--- src/rtl/pll_loader_pkg.sv ---
`default_nettype none
// ------------------------------------------------------------------------
// pll_loader_pkg: shared states, register map and mode table for the loader
// Rev 1.0
// ------------------------------------------------------------------------
package pll_loader_pkg;

  typedef enum logic [2:0] {
    ST_IDLE      = 3'd0,
    ST_FETCH     = 3'd1,
    ST_WRITE     = 3'd2,
    ST_TRIGGER   = 3'd3,
    ST_SETTLE    = 3'd4,
    ST_WAIT_LOCK = 3'd5,
    ST_FINISH    = 3'd6
  } state_e;

  localparam int         N_CFG_BYTES = 20;
  localparam int         DEF_N_MODES = 4;
  localparam logic [4:0] CTRL_ADDR   = 5'd20;
  localparam logic [7:0] CTRL_START  = 8'h01;

  // Contents of pll_modes.hex from the PLL parameter tool; byte 0 of mode 0 is the LSB.
  localparam logic [DEF_N_MODES*N_CFG_BYTES*8-1:0] DEF_MODE_TABLE = {
    160'h96204C55_1020F043_C00F0904_08060000_28000004,
    160'h78123D44_0C18E032_A00E0803_07050000_1E000003,
    160'h5A0B2E31_0810C021_800D0702_06040000_14000002,
    160'h3C0A1F22_04081080_400C0601_05030000_0A000001
  };

endpackage
`default_nettype wire

--- src/rtl/pll_mode_rom.sv ---
`default_nettype none
// ------------------------------------------------------------------------
// pll_mode_rom: registered {mode, index} -> configuration byte lookup
// Rev 1.0
// ------------------------------------------------------------------------
module pll_mode_rom #(
  parameter int N_MODES     = 4,
  parameter int N_CFG_BYTES = 20,
  parameter int MSEL_W      = 2,
  parameter int IDX_W       = 5,
  parameter logic [N_MODES*N_CFG_BYTES*8-1:0] MODE_TABLE = '0
) (
  input  logic              i_clk,
  input  logic              i_reset_n,
  input  logic [MSEL_W-1:0] i_mode,
  input  logic [IDX_W-1:0]  i_index,
  output logic [7:0]        o_byte
);

  localparam int N_ENTRIES = N_MODES * N_CFG_BYTES;
  localparam int ENTRY_W   = (N_ENTRIES > 1) ? $clog2(N_ENTRIES) : 1;

  logic [7:0]  rom_mem [N_ENTRIES];
  logic [31:0] entry;
  logic [7:0]  byte_d;
  logic [7:0]  byte_q;

  for (genvar e = 0; e < N_ENTRIES; e++) begin : g_rom
    assign rom_mem[e] = MODE_TABLE[e*8 +: 8];
  end

  // Out-of-table addresses (latched invalid mode) read as zero.
  always_comb begin
    entry  = 32'(i_mode) * 32'(N_CFG_BYTES) + 32'(i_index);
    byte_d = 8'h00;
    if (entry < 32'(N_ENTRIES)) begin
      byte_d = rom_mem[entry[ENTRY_W-1:0]];
    end
  end

  always_ff @(posedge i_clk or negedge i_reset_n) begin
    if (!i_reset_n) begin
      byte_q <= 8'h00;
    end else begin
      byte_q <= byte_d;
    end
  end

  assign o_byte = byte_q;

endmodule
`default_nettype wire

--- src/rtl/pll_mode_loader.sv ---
`default_nettype none
// ------------------------------------------------------------------------
// pll_mode_loader: streams a stored clock mode into the PLL reconfig port
// Rev 1.0
// ------------------------------------------------------------------------
module pll_mode_loader #(
  parameter int         N_MODES      = 4,
  parameter int         N_CFG_BYTES  = pll_loader_pkg::N_CFG_BYTES,
  parameter logic [4:0] CTRL_ADDR    = pll_loader_pkg::CTRL_ADDR,
  parameter int         SETTLE_CYC   = 200,
  parameter int         LOCK_STABLE  = 4,
  parameter int         LOCK_TIMEOUT = 65535,
  parameter logic [N_MODES*N_CFG_BYTES*8-1:0] MODE_TABLE = pll_loader_pkg::DEF_MODE_TABLE
) (
  input  logic                       i_clk,
  input  logic                       i_reset_n,
  input  logic                       i_load,
  input  logic [$clog2(N_MODES)-1:0] i_mode_sel,
  input  logic                       i_pll_locked,
  output logic [4:0]                 o_addr,
  output logic [7:0]                 o_data_wr,
  output logic                       o_select,
  output logic                       o_wr_req,
  output logic                       o_busy,
  output logic                       o_done,
  output logic                       o_error
);

  import pll_loader_pkg::*;

  localparam int MSEL_W  = $clog2(N_MODES);
  localparam int IDX_W   = (N_CFG_BYTES > 1) ? $clog2(N_CFG_BYTES) : 1;
  localparam int CNT_MAX = (SETTLE_CYC > LOCK_TIMEOUT) ? SETTLE_CYC : LOCK_TIMEOUT;
  localparam int CNT_W   = $clog2(CNT_MAX + 1);
  localparam int STAB_W  = $clog2(LOCK_STABLE + 1);

  state_e            state_q, state_d;
  logic [MSEL_W-1:0] mode_q,  mode_d;
  logic [IDX_W-1:0]  idx_q,   idx_d;
  logic [CNT_W-1:0]  cnt_q,   cnt_d;
  logic [STAB_W-1:0] stab_q,  stab_d;
  logic              error_q, error_d;
  logic [1:0]        lock_sync_q, lock_sync_d;
  logic [7:0]        rom_byte;
  logic              mode_ok;

  pll_mode_rom #(
    .N_MODES     (N_MODES),
    .N_CFG_BYTES (N_CFG_BYTES),
    .MSEL_W      (MSEL_W),
    .IDX_W       (IDX_W),
    .MODE_TABLE  (MODE_TABLE)
  ) u_rom (
    .i_clk     (i_clk),
    .i_reset_n (i_reset_n),
    .i_mode    (mode_q),
    .i_index   (idx_q),
    .o_byte    (rom_byte)
  );

  assign lock_sync_d = {lock_sync_q[0], i_pll_locked};
  assign mode_ok     = (32'(i_mode_sel) < 32'(N_MODES));

  always_comb begin
    state_d   = state_q;
    mode_d    = mode_q;
    idx_d     = idx_q;
    cnt_d     = cnt_q;
    stab_d    = stab_q;
    error_d   = error_q;
    o_addr    = 5'd0;
    o_data_wr = 8'h00;
    o_select  = 1'b0;
    o_wr_req  = 1'b0;
    o_done    = 1'b0;
    o_busy    = (state_q != ST_IDLE) && (state_q != ST_FINISH);

    case (state_q)
      ST_IDLE: begin
        if (i_load) begin
          mode_d  = i_mode_sel;
          idx_d   = '0;
          cnt_d   = '0;
          error_d = !mode_ok;
          state_d = mode_ok ? ST_FETCH : ST_FINISH;
        end
      end
      ST_FETCH: begin
        state_d = ST_WRITE;
      end
      ST_WRITE: begin
        o_addr    = 5'(idx_q);
        o_data_wr = rom_byte;
        o_select  = 1'b1;
        o_wr_req  = 1'b1;
        if (idx_q == IDX_W'(N_CFG_BYTES - 1)) begin
          cnt_d   = '0;
          state_d = ST_TRIGGER;
        end else begin
          idx_d   = idx_q + IDX_W'(1);
          state_d = ST_FETCH;
        end
      end
      // First cycle is a gap so the trigger keeps the two-cycle strobe cadence.
      ST_TRIGGER: begin
        if (cnt_q == '0) begin
          cnt_d = CNT_W'(1);
        end else begin
          o_addr    = CTRL_ADDR;
          o_data_wr = CTRL_START;
          o_select  = 1'b1;
          o_wr_req  = 1'b1;
          cnt_d     = '0;
          state_d   = ST_SETTLE;
        end
      end
      ST_SETTLE: begin
        if (cnt_q == CNT_W'(SETTLE_CYC - 1)) begin
          cnt_d   = '0;
          stab_d  = '0;
          state_d = ST_WAIT_LOCK;
        end else begin
          cnt_d = cnt_q + CNT_W'(1);
        end
      end
      ST_WAIT_LOCK: begin
        if (stab_q == STAB_W'(LOCK_STABLE)) begin
          state_d = ST_FINISH;
        end else if (cnt_q == CNT_W'(LOCK_TIMEOUT - 1)) begin
          error_d = 1'b1;
          state_d = ST_FINISH;
        end else begin
          cnt_d  = cnt_q + CNT_W'(1);
          stab_d = lock_sync_q[1] ? stab_q + STAB_W'(1) : '0;
        end
      end
      ST_FINISH: begin
        o_done  = 1'b1;
        state_d = ST_IDLE;
      end
      default: begin
        state_d = ST_IDLE;
      end
    endcase
  end

  always_ff @(posedge i_clk or negedge i_reset_n) begin
    if (!i_reset_n) begin
      state_q     <= ST_IDLE;
      mode_q      <= '0;
      idx_q       <= '0;
      cnt_q       <= '0;
      stab_q      <= '0;
      error_q     <= 1'b0;
      lock_sync_q <= 2'b00;
    end else begin
      state_q     <= state_d;
      mode_q      <= mode_d;
      idx_q       <= idx_d;
      cnt_q       <= cnt_d;
      stab_q      <= stab_d;
      error_q     <= error_d;
      lock_sync_q <= lock_sync_d;
    end
  end

  assign o_error = error_q;

endmodule
`default_nettype wire

--- config.mk ---
export PLATFORM = sky130hd
export DESIGN_NAME = pll_mode_loader
export DESIGN_NICKNAME = d
export VERILOG_FILES = /design/src/rtl/pll_loader_pkg.sv /design/src/rtl/pll_mode_rom.sv /design/src/rtl/pll_mode_loader.sv
export SDC_FILE = /design/constraint.sdc
export NUM_CORES = 1
export LEC_CHECK = 0
export ABC_AREA = 1
export CAP_MARGIN = 20
export CORE_MARGIN = 2
export CORE_UTILIZATION = 60
export CTS_CLUSTER_SIZE = 24
export DETAILED_ROUTE_END_ITERATION = 12
export PLACE_DENSITY = 0.81
export SLEW_MARGIN = 0
export SYNTH_ARGS = -nofsm -noshare
export SYNTH_HDL_FRONTEND = slang
export SYNTH_HIERARCHICAL = 1
export SYNTH_SLANG_ARGS = --single-unit
--- constraint.sdc ---
create_clock -name i_clk -period 3 [get_ports i_clk]
set_clock_uncertainty 0.05 [all_clocks]
set_input_delay 0.6 -clock i_clk [delete_from_list [all_inputs] [get_ports i_clk]]
set_output_delay 0.6 -clock i_clk [all_outputs]
set_load 0.01 [all_outputs]
==> results_tabular.tex, run 1 <==
\begin{tabular}{lr}
\hline
Metric & Value \\
\hline
\multicolumn{2}{l}{\textbf{Synth}} \\
Portion of synthesized cell area occupied by the leading cell type & 0.2802 \\
Post-synth cell types & 37 \\
Area of the mapped netlist & 0.003572 sq mm \\
Asr flop ratio synth & 1.000 \\
Mean instance size in the synthesized netlist & 6.212 sq um \\
Most instantiated flip-flop cell in the synthesis netlist & sky130\_fd\_sc\_hd\_\_dfrtp\_1 \\
Synth Register Bits & 40 \\
Cells taking the most area after synthesis & sky130\_fd\_sc\_hd\_\_dfrtp\_1 28\%, sky130\_fd\_sc\_hd\_\_nand2\_1 21\%, sky130\_fd\_sc\_hd\_\_nand3\_1 11\% \\
Most numerous cell in the Yosys netlist & sky130\_fd\_sc\_hd\_\_nand2\_1 \\
Net count after synthesis & 600 \\
Leading area contributor after synthesis & sky130\_fd\_sc\_hd\_\_dfrtp\_1 \\
Number of enable-type register cells in the synthesized netlist & 0 \\
Register area share after synthesis & 0.2802 \\
Post-Synthesis Cells & between 500 and 600 \\
Top cells by instance count after synthesis & 197 x sky130\_fd\_sc\_hd\_\_nand2\_1, 81 x sky130\_fd\_sc\_hd\_\_nand3\_1, 63 x sky130\_fd\_sc\_hd\_\_nor2\_1 \\
Synthesis Warnings & 6 \\
\multicolumn{2}{l}{\textbf{Floorplan}} \\
Die boundary width & 81.16 microns \\
Die Outline Area & 0.006587 sq mm \\
Floorplan die height & roughly 81 microns \\
Area of the core & 0.005851 sq mm \\
Standard-cell row count & 28 \\
Starting density of the core & 0.6106 \\
I/O pin count & 24 \\
\multicolumn{2}{l}{\textbf{STA}} \\
Achievable Freq & 0.3627 GHz \\
Setup repair after global routing missed its margin & no \\
Total negative slack & 0 ns \\
Share of the cycle needed by the critical path after routing & 0.9190 \\
Final number of setup-violating endpoints & 0 \\
Shortest clock period the worst path allows after layout & 2.757 ns \\
Number of endpoints with negative hold slack in the final report & 0 \\
Number of max-slew violations in the final report & 0 \\
Worst relative slew slack & 0.4113 \\
Worst-margin pin slew & 0.8831 ns \\
\multicolumn{2}{l}{\textbf{Clocking}} \\
Total clock sinks & 40 \\
Clk Tree Root Cell & sky130\_fd\_sc\_hd\_\_clkbuf\_8 \\
TritonCTS Buffers & 5 \\
Setup fix buffers added after clock tree synthesis & 0 \\
Number of buffers between clock root and the deepest sink & 2 \\
Clock insertion delay at the later pin of the skew report & 0.30 ns \\
Number of cells upsized or downsized after cts & 0 \\
Clock edge transition at the registers on the reported setup and hold paths & 0.09 ns \\
Maximum level of the CTS H-tree & 2 \\
Hold-fix buffer count after cts & 0 \\
CTS tree & yes \\
\multicolumn{2}{l}{\textbf{Layout}} \\
Nets & 616 \\
Number of filler cells placed in the layout & 548 \\
Total area of sequential cells & 0.001001 sq mm \\
Area grow syn2layout & 8.792\% \\
Count of inserted antenna diode cells & 0 \\
Area of the multi-input gates & between 0.002 and 0.0025 sq mm \\
Layout cells sized above 1 & 0.05574 \\
\multicolumn{2}{l}{\textbf{Detailed routing}} \\
Pre-antenna DRT Iters & 7 \\
Avg Vias per Cell & about 5.6 \\
DRC violations left & 0 \\
Detailed-route wire length & 8730 microns \\
Iter 0 DRT Violations & around 250 \\
Number of vias in the routed layout & 3,721 \\
ANT nets after route & 0 \\
Routed len/inst & 13.09 microns \\
\multicolumn{2}{l}{\textbf{Setup path}} \\
Register-to-register setup slack & about 0.65 ns \\
Origin of the critical flop-to-flop path & state\_q[1]\$\_DFFE\_PN0P\_ \\
Arrival time at the worst endpoint & 2.11 ns \\
Critical path data required time & 2.35 ns \\
Worst R2R End & cnt\_q[7]\$\_DFFE\_PN0P\_ \\
CP max FO & 16 \\
Setup Crit Path Kind & reg2out \\
Cells on worst reg2reg path & 11 \\
Sort of element at the end of the critical path & output port \\
Startpoint type of the worst setup path & flip-flop \\
\multicolumn{2}{l}{\textbf{Power and ir drop}} \\
Total leakage power & 1.932 nW \\
Power density over the cells & roughly 830 mW/mm\^{}2 \\
Peak supply drop & 614.2 uV \\
Pwr Total & 3.225 mW \\
\multicolumn{2}{l}{\textbf{Placed design}} \\
HPWL after DPL & 6461 microns \\
Final Wtd Congestion & 0.9753 \\
Count of input and output buffers & 23 \\
\multicolumn{2}{l}{\textbf{GRT}} \\
GR met1 Demand/Resource & 0.3708 \\
GR met3 Demand/Resource & 0.04667 \\
Busiest layer in global routing & met2 \\
Global Route met2 Usage & 0.4926 \\
Initial antenna violation count & 0 \\
Pin count of the biggest net entering global routing & 41 \\
Global-route wire length before repair & $\sim$15,000 microns \\
Total grt overflow & 0 \\
All-layer global routing usage & 0.2892 \\
Via count of the first global-routing pass & between 3,000 and 4,000 \\
\multicolumn{2}{l}{\textbf{Flow run}} \\
Total of max-cap violations & 0 \\
\multicolumn{2}{l}{\textbf{Worst hold path}} \\
Worst Min Path Start & lock\_sync\_q[0]\$\_DFF\_PN0\_ \\
Endpoint, Worst Hold & lock\_sync\_q[1]\$\_DFF\_PN0\_ \\
Number of cells on the worst hold path & 0 \\
Worst min-delay path category & reg2reg \\
\multicolumn{2}{l}{\textbf{Outcome}} \\
Run status & completed \\
\hline
\end{tabular}
## report_power, final
group | switching [mW] | internal [mW] | leakage, nW | total [mW]
Clock | 0.198 | 0.187 | 0.0445 | 0.385
Sequential | 0.108 | 0.661 | 0.529 | 0.769
Combinational | 1.43 | 0.645 | 1.36 | 2.07
## worst max-delay path, stage by stage, from the launching register on
cell                              delay (ns)
sky130_fd_sc_hd__dfrtp_1                0.45
sky130_fd_sc_hd__nor2_2                 0.24
sky130_fd_sc_hd__nand2_2                0.24
sky130_fd_sc_hd__inv_2                  0.14
sky130_fd_sc_hd__nand2_1                0.06
sky130_fd_sc_hd__a21oi_1                0.14
sky130_fd_sc_hd__clkdlybuf4s50_1        0.54
## worst max-delay path by stage
stage,from,endpoint,slack [ns],cells after the start
floorplan,idx_q[2]$_DFFE_PN0P_,u_rom/o_byte[2]$_DFF_PN0_,0.94,11
global placement,state_q[2]$_DFFE_PN0P_,o_addr[4],0.62,6
detailed placement,state_q[2]$_DFFE_PN0P_,o_addr[2],0.55,6
CTS,state_q[2]$_DFFE_PN0P_,o_addr[2],0.23,6
global route,state_q[2]$_DFFE_PN0P_,o_data_wr[0],0.08,6
finish,state_q[2]$_DFFE_PN0P_,o_addr[2],0.24,6
## sequential cells by signal, summed over array words and instances, names as in the netlist
signal,cells
idx_q,5
u_rom/o_byte,8
lock_sync_q,2
stab_q,3
mode_q,2
cnt_q,16
state_q,3
o_error,1
## cells by family after synthesis
group           share of synthesized area
simple gates                       0.4599
xor+xnor                         0.009809
buf+inv                            0.1058
compound gates                    0.07566
flops                              0.2802
fa+ha+maj                         0.06865
## layout make-up
type / count / share of cell area
well taps: 75 / 0.02415
clock buffers: 7 / 0.02222
inverters: 63 / 0.06214
multi-input cells: 453 / 0.5644
clock inverters: 1 / 0.001932
repair buffers: 28 / 0.06761
flip-flops and latches: 40 / 0.2576
## routing by layer
metal,vias up,part of all wire,wire [microns]
met5,-,0,0
met4,0,0.031,274
met3,26,0.061,533
met2,139,0.47,4081
met1,1669,0.44,3841
li1,1887,-,-
## cells in the final DEF (no fill, tap or decap), types with 2 or more instances in the layout
cell and count:
sky130_fd_sc_hd__nand3b_1 4, sky130_fd_sc_hd__inv_1 56, sky130_fd_sc_hd__nand2_2 5, sky130_fd_sc_hd__nand3_1 81
sky130_fd_sc_hd__nor3_2 2, sky130_fd_sc_hd__clkbuf_8 6, sky130_fd_sc_hd__ha_1 18, sky130_fd_sc_hd__nor2_1 63
sky130_fd_sc_hd__o21ai_0 21, sky130_fd_sc_hd__nand2_1 197, sky130_fd_sc_hd__o21bai_1 2, sky130_fd_sc_hd__inv_2 5
sky130_fd_sc_hd__xor2_1 2, sky130_fd_sc_hd__o31ai_1 2, sky130_fd_sc_hd__clkdlybuf4s50_1 22, sky130_fd_sc_hd__buf_4 5
sky130_fd_sc_hd__xnor2_1 2, sky130_fd_sc_hd__dfrtp_1 40, sky130_fd_sc_hd__nor2_2 4, sky130_fd_sc_hd__o211ai_1 2
sky130_fd_sc_hd__and2_1 2, sky130_fd_sc_hd__nor3_1 4, sky130_fd_sc_hd__nand4_1 14, sky130_fd_sc_hd__a21oi_1 20
## stage by stage
| step | area (sq um) | cells | hold WS, ns | setup WS [ns] | utilization |
|---|---|---|---|---|---|
| 6_report | 3886 | 667 | 0.3057 | 0.2431 | 0.6642 |
| 5_1_grt | 3886 | 667 | 0.3086 | 0.08439 | 0.6642 |
| 4_1_cts | 3886 | 667 | 0.3059 | 0.2277 | 0.6642 |
| 3_5_place_dp | 3792 | 659 | 0.2863 | 0.5467 | 0.6482 |
| 3_3_place_gp | 3792 | 659 | 0.2818 | 0.6197 | 0.6482 |
| 2_1_floorplan | 3572 | 575 | 0.2544 | 0.9363 | - |
(Power assumes the default switching activity.)
==> inputs of run 2 (changes only) <==
--- a/config.mk
+++ b/config.mk
@@ -9,6 +9,7 @@
 export CAP_MARGIN = 20
 export CORE_MARGIN = 2
 export CORE_UTILIZATION = 60
+export CTS_CLUSTER_DIAMETER = 40
 export CTS_CLUSTER_SIZE = 24
 export DETAILED_ROUTE_END_ITERATION = 12
 export PLACE_DENSITY = 0.81
==> constraint.sdc (replaced) <==
create_clock -name i_clk -period 2.8 [get_ports i_clk]
set_clock_uncertainty 0.05 [all_clocks]
set_input_delay 0.56 -clock i_clk [delete_from_list [all_inputs] [get_ports i_clk]]
set_output_delay 0.56 -clock i_clk [all_outputs]
set_load 0.01 [all_outputs]
==> results_tabular.tex, run 2 (synthesis gave the netlist of run 1 again) <==
\begin{tabular}{lr}
\hline
Metric & Value \\
\hline
\multicolumn{2}{l}{\textbf{Outcome}} \\
Run status & completed \\
\multicolumn{2}{l}{\textbf{GRT}} \\
Via count of the first global-routing pass & 3,449 \\
Pin count of the biggest net entering global routing & 41 \\
Total grt overflow & 0 \\
Initial antenna violation count & 0 \\
Global-route wire length before repair & 15,780 microns \\
All-layer global routing usage & 0.3029 \\
\multicolumn{2}{l}{\textbf{Placed design}} \\
Dpl cell area & 0.003807 sq mm \\
Placed cell count & between 600 and 700 \\
Worst setup slack before clock tree synthesis & 0.3924 ns \\
Final Wtd Congestion & 0.9843 \\
Count of input and output buffers & 23 \\
HPWL after DPL & 6797 microns \\
\multicolumn{2}{l}{\textbf{Clocking}} \\
Hold-fix buffer count after cts & 0 \\
Clock insertion delay at the later pin of the skew report & a little under 0.3 ns \\
Total clock sinks & 40 \\
Number of buffers between clock root and the deepest sink & 2 \\
Maximum level of the CTS H-tree & 2 \\
Clock edge transition at the registers on the reported setup and hold paths & roughly 0.08 ns \\
Clk Tree Root Cell & sky130\_fd\_sc\_hd\_\_clkbuf\_8 \\
TritonCTS Buffers & 5 \\
CTS tree & yes \\
\multicolumn{2}{l}{\textbf{STA}} \\
Worst hold-check slack & 0.3276 ns \\
Number of endpoints with negative hold slack in the final report & 0 \\
Total negative slack & 0 ns \\
Achievable Freq & 0.3730 GHz \\
Worst relative slew slack & 0.3895 \\
Minimum setup slack in the final design & 0.1189 ns \\
Shortest clock period the worst path allows after layout & between 2 and 3 ns \\
Share of the cycle needed by the critical path after routing & 0.9575 \\
Setup repair after global routing missed its margin & no \\
Final number of setup-violating endpoints & 0 \\
Number of max-slew violations in the final report & 0 \\
Worst-margin pin slew & 0.9157 ns \\
\multicolumn{2}{l}{\textbf{Layout}} \\
Nets & 619 \\
Most used cells in the layout excluding fill and tap cells & 197 x sky130\_fd\_sc\_hd\_\_nand2\_1, 81 x sky130\_fd\_sc\_hd\_\_nand3\_1, 63 x sky130\_fd\_sc\_hd\_\_nor2\_1, 56 x sky130\_fd\_sc\_hd\_\_inv\_1, 40 x sky130\_fd\_sc\_hd\_\_dfrtp\_1 \\
Core occupancy in the finished layout & 0.6704 \\
Non-Filler Cell Area, Final & 0.003923 sq mm \\
Total area of sequential cells & 0.001001 sq mm \\
Area of the multi-input gates & 0.002207 sq mm \\
Largest register by flop count & cnt\_q \\
Number of non-filler instances in the completed layout & 670 \\
Most common cell after layout, fill and taps aside & sky130\_fd\_sc\_hd\_\_nand2\_1 \\
Number of flip-flops under the largest register name & 16 \\
Area grow syn2layout & 9.807\% \\
Layout cells sized above 1 & 0.06218 \\
Number of filler cells placed in the layout & about 540 \\
Count of inserted antenna diode cells & 0 \\
\multicolumn{2}{l}{\textbf{Floorplan}} \\
Starting density of the core & 0.6106 \\
Die Outline Area & between 0.006 and 0.007 sq mm \\
Area of the core & 0.005851 sq mm \\
Floorplan die height & 81.16 microns \\
Standard-cell row count & 28 \\
I/O pin count & 24 \\
Die boundary width & about 80 microns \\
\multicolumn{2}{l}{\textbf{Detailed routing}} \\
Number of vias in the routed layout & 3,700 \\
ANT nets after route & 0 \\
Pre-antenna DRT Iters & 5 \\
DRC violations left & 0 \\
Avg Vias per Cell & 5.522 \\
Iter 0 DRT Violations & 307 \\
Routed len/inst & 13.73 microns \\
Detailed-route wire length & 9197 microns \\
\multicolumn{2}{l}{\textbf{Setup path}} \\
Cells along the critical path & inv\_1, ha\_1, and3\_1, nand3\_1, nand2\_1, a21oi\_1, clkdlybuf4s50\_1 \\
Critical path data required time & 2.19 ns \\
Register-to-register setup slack & between 0.5 and 0.6 ns \\
Setup Crit Path Kind & reg2out \\
Cell at the slowest stage of the critical path & sky130\_fd\_sc\_hd\_\_clkdlybuf4s50\_1 \\
CP max FO & 6 \\
Sort of element at the end of the critical path & output port \\
Worst R2R End & u\_rom/o\_byte[2]\$\_DFF\_PN0\_ \\
Cells on worst reg2reg path & 9 \\
Biggest cell delay along the critical path & approximately 0.55 ns \\
Origin of the critical flop-to-flop path & idx\_q[2]\$\_DFFE\_PN0P\_ \\
Arrival time at the worst endpoint & 2.07 ns \\
Startpoint type of the worst setup path & flip-flop \\
\multicolumn{2}{l}{\textbf{Worst hold path}} \\
Worst Min Path Start & lock\_sync\_q[0]\$\_DFF\_PN0\_ \\
Worst min-delay path category & reg2reg \\
Endpoint, Worst Hold & lock\_sync\_q[1]\$\_DFF\_PN0\_ \\
Number of cells on the worst hold path & 0 \\
\multicolumn{2}{l}{\textbf{Power and ir drop}} \\
Peak supply drop & 639.2 uV \\
Pwr Total & 3.528 mW \\
Total leakage power & 1.957 nW \\
Power density over the cells & 899.5 mW/mm\^{}2 \\
\multicolumn{2}{l}{\textbf{Flow run}} \\
Total of max-cap violations & 0 \\
\hline
\end{tabular}
-- run 2: cell types whose count changed in the layout (fill, tap and decap cells not counted), sizes merged --
cell  previous run  this run
buf              6         9
-- run 2: power by group --
group          internal (mW)  switching, mW
Combinational          0.722           1.57
Clock                  0.200          0.201
Sequential             0.708          0.124
-- run 2: worst max-delay path: cells and delay by family (launching register included) --
family                     cells  cell delay [ns]
adders and majority gates      1             0.17
and+or+nand+nor                3             0.40
AOI/OAI and AO/OA              1             0.17
buffers and inverters          2             0.62
DFF                            1             0.43
-- run 2: worst max-delay path by stage --
| stage | start | cells after the start | end |
|---|---|---|---|
| 6_report | cnt_q[1]$_DFFE_PN0P_ | 7 | o_addr[2] |
| 5_1_grt | state_q[1]$_DFFE_PN0P_ | 5 | o_addr[4] |
| 2_1_floorplan | idx_q[2]$_DFFE_PN0P_ | 11 | u_rom/o_byte[2]$_DFF_PN0_ |
| 3_5_place_dp | state_q[2]$_DFFE_PN0P_ | 6 | o_addr[2] |
| 4_1_cts | cnt_q[0]$_DFFE_PN0P_ | 7 | o_wr_req |
| 3_3_place_gp | state_q[2]$_DFFE_PN0P_ | 6 | o_addr[2] |
-- run 2: per-layer routing --
metal,routed length (microns),GRT usage,part of all wire
met1,3963,0.3892,0.43
met3,564,0.04444,0.061
met4,210,0.1034,0.023
met2,4458,0.5190,0.48
met5,0,0,0
-- run 2: timing repair --
item,in CTS,in global routing
gates resized for setup,0,3
setup endpoints to repair,0,5
setup buffers,0,1
-- run 2: area by class of cell --
class / count / share of cell area
well taps: 75 / 0.02392
inverters: 63 / 0.06156
clock buffers: 7 / 0.02201
flip-flops and latches: 40 / 0.2552
repair buffers: 31 / 0.07273
clock inverters: 1 / 0.001914
multi-input cells: 453 / 0.5627
==> RTL edit (settings of run 2) <==
Re-encode `state_e` (7 states) as one-hot, 7 bits wide.
--- a/src/rtl/pll_loader_pkg.sv
+++ b/src/rtl/pll_loader_pkg.sv
@@ -5,14 +5,14 @@
 // ------------------------------------------------------------------------
 package pll_loader_pkg;
 
-  typedef enum logic [2:0] {
-    ST_IDLE      = 3'd0,
-    ST_FETCH     = 3'd1,
-    ST_WRITE     = 3'd2,
-    ST_TRIGGER   = 3'd3,
-    ST_SETTLE    = 3'd4,
-    ST_WAIT_LOCK = 3'd5,
-    ST_FINISH    = 3'd6
+  typedef enum logic [6:0] {
+    ST_IDLE      = 7'b0000001,
+    ST_FETCH     = 7'b0000010,
+    ST_WRITE     = 7'b0000100,
+    ST_TRIGGER   = 7'b0001000,
+    ST_SETTLE    = 7'b0010000,
+    ST_WAIT_LOCK = 7'b0100000,
+    ST_FINISH    = 7'b1000000
   } state_e;
 
   localparam int         N_CFG_BYTES = 20;
Check against the original RTL: no difference found for any inputs over 10 cycles, from zero or initial values and one cycle with i_reset_n low; not proved beyond that.
==> RTL edit against run 2 <==
  * Final cell count is 3.7% higher
  * Worst setup slack better by 63 ps
  * Cell area is 5.5% higher
  * Sequential cell count is 4 higher
  * Power is 14% lower
  * Critical endpoint is now o_data_wr[0]
  * Routed wire length is 3.2% higher
  * Largest power group unchanged
  * Area after synthesis is 6.2% higher
==> RTL edit: results (changes against run 2) <==
{
  "nets": {"value": 642, "change": "+3.7%"},
  "placed_cell_area": {"value": 0.004019, "unit": "mm^2", "change": "+5.6%"},
  "run_status": {"value": "finished clean"},
  "gp_congestion": {"value": 0.9701, "change": "-1.4%"},
  "grt_first_pass_wirelength": {"value": 16570, "unit": "um", "change": "+5.0%"},
  "avgViaCountPerCell": {"value": 5.495, "change": "-0.50%"},
  "worstHoldPathType": {"value": "in -> async"},
  "fillers": {"value": 546, "change": "+1.9%"},
  "pre_cts_ws": {"value": 454.3, "unit": "ps", "change": "+61.91 ps"},
  "drt_iter0_drc": {"value": 240, "change": "-22%"},
  "largest_net_degree_at_the_start_of_global_routing": {"value": 32, "change": "-22%"},
  "synth.top_cells.by_area": {"value": "dfrtp_1 (28%), nand2_1 (21%), nand3_1 (12%)"},
  "power.share.combinational": {"value": 0.565, "change": "-0.085"},
  "dp.cells": {"value": 687, "change": "+3.9%"},
  "powerDensity": {"value": 732.8, "unit": "mW/mm^2", "change": "-19%"},
  "dp_hpwl": {"value": 6975, "unit": "um", "change": "+2.6%"},
  "synth_nets": {"value": 626, "change": "+4.3%"},
  "ys_types": {"value": 34, "change": "-8.1%"},
  "static-leakage-power": {"value": 2.150, "unit": "nW", "change": "+9.9%"},
  "reg2regPathDepth": {"value": 9, "change": "unchanged"},
  "layout-drive-gt1-share": {"value": 0.08065, "change": "+0.01846"},
  "power_report.internal_total": {"value": 1.548, "unit": "mW", "change": "-5.0%"},
  "routed_wire_length_per_instance": {"value": 13.65, "unit": "um", "change": "-0.54%"},
  "grt_overall_usage": {"value": 0.2854, "change": "-0.01747"},
  "yosysSeqAreaShare": {"value": 0.2907, "change": "+0.01045"},
  "power.ir.vdd_worst": {"value": 685.0, "unit": "uV", "change": "+7.2%"},
  "tightest_slew": {"value": 522.0, "unit": "ps", "change": "-393.7 ps"},
  "clkLatencyLatePin": {"value": 310, "unit": "ps", "change": "+20 ps"},
  "detailroute.via_count": {"value": 3819, "change": "+3.2%"},
  "crit_fanout": {"value": 17, "change": "+11"},
  "ys_warn_count": {"value": 6, "change": "unchanged"},
  "crit_arrival": {"value": 2010, "unit": "ps", "change": "-60 ps"},
  "multiInputGateArea": {"value": 0.002295, "unit": "mm^2", "change": "+4.0%"},
  "synth_top_cells_by_count": {"value": "nand2_1 (209), nand3_1 (88), inv_1 (63)"}
}
RTL edit: cell count changes after synthesis, sizes merged, moves of 3 or more:
cell / run 2 / this run
nor3: 6 / 3
inv: 61 / 71
o21ai: 21 / 25
nand3: 81 / 89
nand2: 203 / 222
clkbuf: 1 / 4
buf: 18 / 14
dfrtp: 40 / 43
nand4: 14 / 10
nand3b: 4 / 0
RTL edit: worst max-delay path, stage by stage (launching register included):
cell and delay (ps):
dfrtp_1 400, inv_1 120, nand2_2 90, nor2_4 150
nand2_4 160, inv_2 140, nand2_1 60, nand2_1 60
clkdlybuf4s50_1 520
RTL edit: final timing paths:
kind                                      from              end  slack (ps)
min in group i_clk              lock_sync_q[0]   lock_sync_q[1]         310
max in group asynchronous            i_reset_n         cnt_q[0]        1850
worst min register to register  lock_sync_q[0]   lock_sync_q[1]         310
worst max register to register        idx_q[2]  u_rom/o_byte[2]         530
worst min-delay path                 i_reset_n        stab_q[0]          80
worst max-delay path                state_q[4]     o_data_wr[0]         180
RTL edit: metal layers:
metal / share of wire / global-route usage
met1: 0.43 / 0.3632
met2: 0.50 / 0.4993
met3: 0.044 / 0.03660
met4: 0.020 / 0.09971
met5: 0 / 0
RTL edit: kinds of logic after synthesis:
group                      share of synthesized area
DFF                                           0.2907
adders and majority gates                    0.05807
xor gates and xnor gates                     0.01386
and+or+nand+nor                               0.4566
AOI/OAI and AO/OA                            0.07589
buffers and inverters                         0.1049
RTL edit: area by class of cell:
type	count	share of cell area
tap	75	0.02268
timing repair buffer	27	0.06169
multi-input combinational	469	0.5546
inverter	72	0.06653
clock buffer	5	0.01663
sequential	44	0.2667
clock inverter	3	0.01119
